[src/rtl/composite_video_gen.sv]
// Composite-video generator: slot timing, pixel fetch requests, burst from an
// NCO phase accumulator, and prioritised, clamped DAC level output.
// Pipeline: tick at (x,y) -> stage 1 registers request and region ->
// stage 2 samples pix_data and registers the DAC code.
module composite_video_gen #(
    parameter int unsigned DATA_BITS   = 4,
    parameter int unsigned PIX_BITS    = 4,
    parameter int unsigned CLK_DIV     = 5,
    parameter int unsigned H_TOTAL     = 636,
    parameter int unsigned H_ACTIVE    = 526,
    parameter int unsigned HSYNC_START = 541,
    parameter int unsigned HSYNC_END   = 588,
    parameter int unsigned BURST_START = 600,
    parameter int unsigned BURST_END   = 620,
    parameter int unsigned V_TOTAL     = 313,
    parameter int unsigned V_ACTIVE    = 268,
    parameter int unsigned VSYNC_START = 276,
    parameter int unsigned VSYNC_END   = 280,
    parameter int unsigned BLANK_LVL   = 2,
    parameter int unsigned BURST_AMP   = 1,
    parameter int unsigned PHASE_BITS  = 16,
    parameter int unsigned PHASE_INC   = 4692
) (
    input  logic                 clk,
    input  logic                 rst_n,
    input  logic                 enable,
    output logic                 pix_req,
    output logic [9:0]           pix_x,
    output logic [8:0]           pix_y,
    input  logic [PIX_BITS-1:0]  pix_data,
    output logic [DATA_BITS-1:0] v_data,
    output logic                 v_sync,
    output logic                 line_start,
    output logic                 frame_start
);

    localparam int unsigned DIV_W    = (CLK_DIV > 1) ? $clog2(CLK_DIV) : 1;
    localparam int unsigned SUM_W    = DATA_BITS + 1;
    localparam int unsigned CODE_MAX = (2 ** DATA_BITS) - 1;

    localparam logic [DIV_W-1:0] DIV_LAST = DIV_W'(CLK_DIV - 1);
    localparam logic [9:0]       X_LAST   = 10'(H_TOTAL - 1);
    localparam logic [9:0]       X_ACT    = 10'(H_ACTIVE);
    localparam logic [9:0]       X_HS0    = 10'(HSYNC_START);
    localparam logic [9:0]       X_HS1    = 10'(HSYNC_END);
    localparam logic [9:0]       X_BS0    = 10'(BURST_START);
    localparam logic [9:0]       X_BS1    = 10'(BURST_END);
    localparam logic [8:0]       Y_LAST   = 9'(V_TOTAL - 1);
    localparam logic [8:0]       Y_ACT    = 9'(V_ACTIVE);
    localparam logic [8:0]       Y_VS0    = 9'(VSYNC_START);
    localparam logic [8:0]       Y_VS1    = 9'(VSYNC_END);

    localparam logic [DATA_BITS-1:0] BLANK_CODE = DATA_BITS'(BLANK_LVL);
    localparam logic [DATA_BITS-1:0] BURST_HI   = DATA_BITS'(BLANK_LVL + BURST_AMP);
    localparam logic [DATA_BITS-1:0] BURST_LO   = DATA_BITS'(BLANK_LVL - BURST_AMP);
    localparam logic [DATA_BITS-1:0] CLAMP_CODE = DATA_BITS'(CODE_MAX);

    typedef enum logic [1:0] {RgnBlank, RgnActive, RgnBurst, RgnSync} region_e;

    logic [DIV_W-1:0]      div_q, div_d;
    logic [9:0]            x_q, x_d;
    logic [8:0]            y_q, y_d;
    logic [PHASE_BITS-1:0] phase_q;
    logic                  tick;

    region_e               region_d, region_q;
    logic                  s1_valid_q;

    logic [SUM_W-1:0]      act_sum;
    logic [DATA_BITS-1:0]  code_d;

    assign tick = enable && (div_q == '0);

    // Next-state for the clock divider and slot position; all held at 0 while disabled.
    always_comb begin
        div_d = div_q;
        x_d   = x_q;
        y_d   = y_q;
        if (!enable) begin
            div_d = '0;
            x_d   = '0;
            y_d   = '0;
        end else begin
            div_d = (div_q == DIV_LAST) ? '0 : div_q + 1'b1;
            if (tick) begin
                if (x_q == X_LAST) begin
                    x_d = '0;
                    y_d = (y_q == Y_LAST) ? '0 : y_q + 1'b1;
                end else begin
                    x_d = x_q + 1'b1;
                end
            end
        end
    end

    // Divider and slot position registers.
    always_ff @(posedge clk or negedge rst_n) begin
        if (!rst_n) begin
            div_q <= '0;
            x_q   <= '0;
            y_q   <= '0;
        end else begin
            div_q <= div_d;
            x_q   <= x_d;
            y_q   <= y_d;
        end
    end

    // Subcarrier NCO runs regardless of enable so burst phase never jumps.
    always_ff @(posedge clk or negedge rst_n) begin
        if (!rst_n) begin
            phase_q <= '0;
        end else begin
            phase_q <= phase_q + PHASE_BITS'(PHASE_INC);
        end
    end

    // Region decode of the current slot, first match wins.
    always_comb begin
        region_d = RgnBlank;
        if (y_q >= Y_VS0 && y_q < Y_VS1) begin
            region_d = RgnSync;
        end else if (x_q >= X_HS0 && x_q < X_HS1 && y_q < Y_ACT) begin
            region_d = RgnSync;
        end else if (x_q >= X_BS0 && x_q < X_BS1 && y_q < Y_ACT) begin
            region_d = RgnBurst;
        end else if (x_q < X_ACT && y_q < Y_ACT) begin
            region_d = RgnActive;
        end
    end

    // Stage 1: fetch request, slot coordinates, line/frame markers and region.
    always_ff @(posedge clk or negedge rst_n) begin
        if (!rst_n) begin
            pix_req     <= 1'b0;
            pix_x       <= '0;
            pix_y       <= '0;
            line_start  <= 1'b0;
            frame_start <= 1'b0;
            region_q    <= RgnBlank;
            s1_valid_q  <= 1'b0;
        end else if (!enable) begin
            pix_req     <= 1'b0;
            line_start  <= 1'b0;
            frame_start <= 1'b0;
            region_q    <= RgnBlank;
            s1_valid_q  <= 1'b0;
        end else begin
            pix_req     <= tick && (region_d == RgnActive);
            line_start  <= tick && (x_q == '0);
            frame_start <= tick && (x_q == '0) && (y_q == '0);
            s1_valid_q  <= tick;
            if (tick) begin
                pix_x    <= x_q;
                pix_y    <= y_q;
                region_q <= region_d;
            end
        end
    end

    // DAC code for the stage-1 region; luma sum is one bit wider so it can clamp.
    always_comb begin
        act_sum = SUM_W'(BLANK_LVL + 1) + SUM_W'(pix_data);
        code_d  = BLANK_CODE;
        case (region_q)
            RgnSync:   code_d = '0;
            RgnBurst:  code_d = phase_q[PHASE_BITS-1] ? BURST_HI : BURST_LO;
            RgnActive: code_d = (act_sum > SUM_W'(CODE_MAX)) ? CLAMP_CODE
                                                              : act_sum[DATA_BITS-1:0];
            default:   code_d = BLANK_CODE;
        endcase
    end

    // Stage 2: register the level once per slot and hold it until the next slot.
    always_ff @(posedge clk or negedge rst_n) begin
        if (!rst_n) begin
            v_data <= BLANK_CODE;
            v_sync <= 1'b1;
        end else if (!enable) begin
            v_data <= BLANK_CODE;
            v_sync <= 1'b1;
        end else if (s1_valid_q) begin
            v_data <= code_d;
            v_sync <= (region_q != RgnSync);
        end
    end

endmodule
[config.mk]
export PLATFORM = sky130hd
export DESIGN_NAME = composite_video_gen
export DESIGN_NICKNAME = d
export VERILOG_FILES = /design/src/rtl/composite_video_gen.sv
export SDC_FILE = /design/constraint.sdc
export NUM_CORES = 1
export LEC_CHECK = 0
export CORE_UTILIZATION = 56
export DETAILED_ROUTE_END_ITERATION = 10
export HOLD_SLACK_MARGIN = 0.1
export PLACE_DENSITY = 0.87
export RECOVER_POWER = 25
export SETUP_SLACK_MARGIN = 0.05
export SLEW_MARGIN = 40
export SYNTH_ARGS = -nofsm -noshare
export SYNTH_HDL_FRONTEND = slang
export SYNTH_SLANG_ARGS = --single-unit
[constraint.sdc]
create_clock -name clk -period 2.1 [get_ports clk]
set_input_delay 0.315 -clock clk [delete_from_list [all_inputs] [get_ports clk]]
set_output_delay 0.315 -clock clk [all_outputs]
set_load 0.01 [all_outputs]
Word-level counts from Yosys, hierarchy flattened
Index checks and enable logic that the tools add are counted.
{"block": "totals", "register_bits": 68, "in_bits": 7, "elab_cells": 79}
{"block": "op_classes", "add_sub_neg": 5, "n_lt_le_gt_ge": 9, "eq_ne": 11, "n_mux": 26, "reduce_logical": 15}
{"cell": "$mux W9", "n": 4}
{"cell": "$lt A10 B10 Y1 const B", "n": 3}
{"cell": "$mux W10", "n": 3}
{"cell": "$ge A10 B10 Y1 const B", "n": 2}
{"cell": "$lt A9 B9 Y1 const B", "n": 2}
{"cell": "$add A16 B13 Y16 const B", "n": 1}
{"cell": "$mux W2", "n": 6}
{"cell": "$mux W4", "n": 3}
{"cell": "$pmux W4 S3", "n": 1}
{"cell": "$add A10 B1 Y10 const B", "n": 1}
{"cell": "$eq A10 B10 Y1 const B", "n": 1}
{"cell": "$logic_and A1 B1 Y1", "n": 10}
{"cell": "$logic_not A10 Y1", "n": 1}
{"cell": "$add A9 B1 Y9 const B", "n": 1}
{"cell": "$eq A9 B9 Y1 const B", "n": 1}
{"cell": "$ge A9 B9 Y1 const B", "n": 1}
{"cell": "$logic_not A9 Y1", "n": 1}
{"cell": "$mux W1", "n": 7}
{"cell": "$mux W3", "n": 2}
{"cell": "$ne A2 B1 Y1 const B", "n": 3}
{"cell": "$add A2 B4 Y5 const A", "n": 1}
{"cell": "$gt A5 B4 Y1 const B", "n": 1}
{"cell": "$eq A2 B1 Y1 const B", "n": 2}
{"cell": "$eq A2 B2 Y1 const B", "n": 2}
{"cell": "5 further kinds", "n": 6}

Longest topological paths before layout
{"block": "logic_depth", "word_depth": 9, "mapped_depth": 8, "ltp_nobuf": 7}

Least setup slack after synthesis
Ideal clock, no wire load.
{"block": "synth_timing", "path_type": "register -> register", "start": "register x_q[7]", "end": "register y_q[5]", "setup_time_ps": 127, "t_arrival_ps": 1627, "setup_slack_ps": 346, "stages_incl_launch_ff": 7, "path_buffers": 1, "synth_period_minus_slack_ps": 1754, "path_cell_list": "dfrtp_1 > buf_2 > or4b_4 > nor4_4 > nor2_1 > o21ai_1 > o31ai_2"}
{"block": "synth_via", "elab_chain_cells": 3}
{"element": "start, declared", "line": "61", "text": "logic [9:0] x_q, x_d;"}
{"element": "start signal, assigned", "line": "100", "text": "x_q <= '0;"}
{"element": "start signal, assigned", "line": "104", "text": "x_q <= x_d;"}
{"element": "$eq A10 B10 Y1", "line": "86", "text": "if (x_q == X_LAST) begin"}
{"element": "$ne A2 B1 Y1 (no line)"}
{"element": "$reduce_and A2 Y1 (no line)"}
{"element": "end signal, assigned", "line": "105", "text": "y_q <= y_d;"}
{"element": "end, declared", "line": "62", "text": "logic [8:0] y_q, y_d;"}
Every way passes these cells.
A chain may end at the register's enable or synchronous reset.

Worst setup path in the final report
{"block": "layout_timing", "start": "register x_q[8]", "end": "register y_q[5]"}
Same word-level chain as after synthesis.

==> flow_metrics.tcl <==
set metrics [dict create \
    post-dp-hpwl_um 5053 \
    ys_warn_count 0 \
    first_global_vias 2599 \
    port_buffers 33 \
    final_core_util_pct 70.08 \
    ys.flop_type "dfrtp_1" \
    maxSlewViolCount 0 \
    start_util_pct 58.58 \
    endpoint "y_q[5]" \
    ys_seq_elements 66 \
    synth_cell_types 48 \
    drc 0 \
    rr_worst_depth 5 \
    placedCellCount 448 \
    synth_compound_area_share_pct 12.72 \
    dpl_cell_area_um2 3710 \
    cts_root_buffer "clkbuf_8" \
    reg2reg_to "y_q[5]" \
    synth_edf_count 0 \
    synthArstFlopShare_pct 100.0 \
    path_max_fanout 7 \
    relSlewSlack_pct 20.41 \
    cts_buffers 9 \
    synth-seq-area-share_pct 50.96 \
    design_area_um2 3882 \
    vias_per_cell 5.719 \
    status "completed" \
    clock-sinks 66 \
    arrival_ps 2160 \
    ir_worst_vdd_uv 500.1 \
    cts.clk_slew.worst_paths_ps 70 \
    min_path_type "reg -> reg" \
    fin_total_pwr_mw 2.535 \
    fp-row-count 27 \
    clk_latency_ps 340 \
    vias 2648 \
    pre_cts_slack_ps 153.9 \
    grt_pass1_wl_um 11920 \
    synth_adder_area_share_pct 4.241 \
    drt-wirelength-per-cell_um 15.31 \
    syn_inst 344 \
    tns_ps 0 \
    leakagePower_nw 1.746 \
    skew_ps 8.561 \
    clockBufferDepth 2 \
    synth_top_family_by_area "simple AND/OR/NAND/NOR gates" \
    setup_ws_ps 163.6 \
    start_kind "flip-flop" \
    drtIter0Drc 211 \
    die_h_um 78.13 \
    drive_above_1_share_pct 9.463 \
    layout_common_cells "69 x nand2_1, 64 x dfrtp_1, 31 x clkdlybuf4s50_1" \
    rr_startpoint "x_q[8]" \
    cts_tree "built" \
    syn2layout_area_growth_pct 19.62 \
    grt_overflow 0 \
    core_area_um2 5540 \
    postRouteAntennaNets 0 \
    finalCritPeriodShare_pct 92.21 \
    avgSynthCellArea_um2 9.435 \
    grt_max_degree 46 \
    grt_use_total_pct 25.69 \
    yosys-top-cells-area "dfrtp_1 49%, nand2_1 8.0%, ha_1 4.2%" \
    fin_nets 406 \
    gp_congestion 0.9013 \
    syn-num-nets 362 \
    die_w_um 78.13 \
    fin_crit_ps 1936 \
    regToRegSetupSlack_ps 160 \
    syn_area_um2 3246 \
    wirelength_um 7087 \
    crit_type "reg -> reg" \
    fmax_ghz 0.5164 \
    cap_violations 0 \
    fin_cells 463 \
    synthSimpleGateAreaFrac_pct 22.36 \
    synth_xor_area_share_pct 4.588 \
    worst_pin_slew_ps 1194 \
    num_io_pins 34 \
    end_kind "flip-flop" \
    antenna_found_initial 0 \
    n_antenna_cell 0 \
    synth_top_area_share_pct 49.34 \
    dieArea_um2 6104 \
    cts_max_level 3 \
    synthMuxAreaShare_pct 0.9252 \
    setup_viol 0 \
    finalHoldViolCount 0 \
    fin_hold_ws_ps 455.8 \
    rsz0062_at_grt "no" \
    power_density_nw_per_um2 653.0 \
    first_pass_iters 4 \
    cp-startpoint "x_q[8]" \
    fillers 416 \
    worstPathRequired_ps 2320 \
    synth_area_leader_cell "dfrtp_1" \
    final_common_cell "nand2_1" \
]
[sequential cells by signal, indices dropped and copies added, names as in the netlist]
register,flops
phase_q,14
pix_x,10
x_q,10
pix_y,9
y_q,9
v_data,4
div_q,3
region_q,2
frame_start,1
line_start,1
pix_req,1
s1_valid_q,1
v_sync,1
[worst max-delay path, stage by stage, from the launching register on]
cell,delay [ps]
dfrtp_1,440
or4b_4,590
nor4_4,330
nor2_1,170
o21ai_1,200
o31ai_2,90
[timing repair]
item	CTS	global route
hold endpoints to repair	21	0
hold buffers	1	0
setup endpoints to repair	0	3
resized for setup	0	3
buffers inserted	0	0
[power by group]
part | total, mW | internal [mW] | switching, mW
Combinational | 0.292 | 0.122 | 0.170
Sequential | 1.35 | 1.31 | 0.0354
Clock | 0.893 | 0.443 | 0.450
[how the worst min path moves through the flow]
stage                     startpoint           to  cells past startpoint
after floorplan                rst_n     div_q[0]                      0
after global placement         rst_n  phase_q[14]                      1
after detailed placement       rst_n  phase_q[14]                      1
after CTS                 phase_q[2]   phase_q[2]                      1
after global routing      phase_q[2]   phase_q[2]                      1
final                     phase_q[2]   phase_q[2]                      1
[final cells by class]
type	count	area (um2)	area share, %
Clock buffer	11	141.4	3.642
Clock inverter	3	17.52	0.4512
Inverter	20	75.07	1.934
Multi-Input combinational cell	244	1464	37.71
Sequential cell	66	1654	42.60
Tap cell	72	90.09	2.320
Timing Repair Buffer	47	440.4	11.34
[kinds of logic after synthesis]
| logic type | Yosys count |
|---|---|
| mux | 3 |
| flops | 66 |
| fa+ha+maj | 11 |
| simple gates | 150 |
| compound gates | 63 |
| buf+inv | 34 |
| xor+xnor | 17 |
[metal layers]
layer  part of all wire [%]  vias up  routed length, um  track usage (%)
met1                     42     1278               2995            31.98
met2                     50       94               3509            42.54
li1                       -     1255                  -                -
met3                    5.4       21                380            6.395
met5                      0        -                  0                0
met4                    2.8        0                201            11.11
[cells in the mapped netlist, drive strengths merged, types with 7 or more instances]
| cell | count |
|---|---|
| nand2b | 10 |
| o21ai | 25 |
| nand2 | 70 |
| nand3 | 15 |
| xnor2 | 10 |
| dfrtp | 64 |
| clkbuf | 11 |
| a21oi | 12 |
| ha | 11 |
| nand4 | 8 |
| xor2 | 7 |
| nor2 | 23 |
| inv | 20 |
Note: power is estimated with default switching activity, not from simulation.
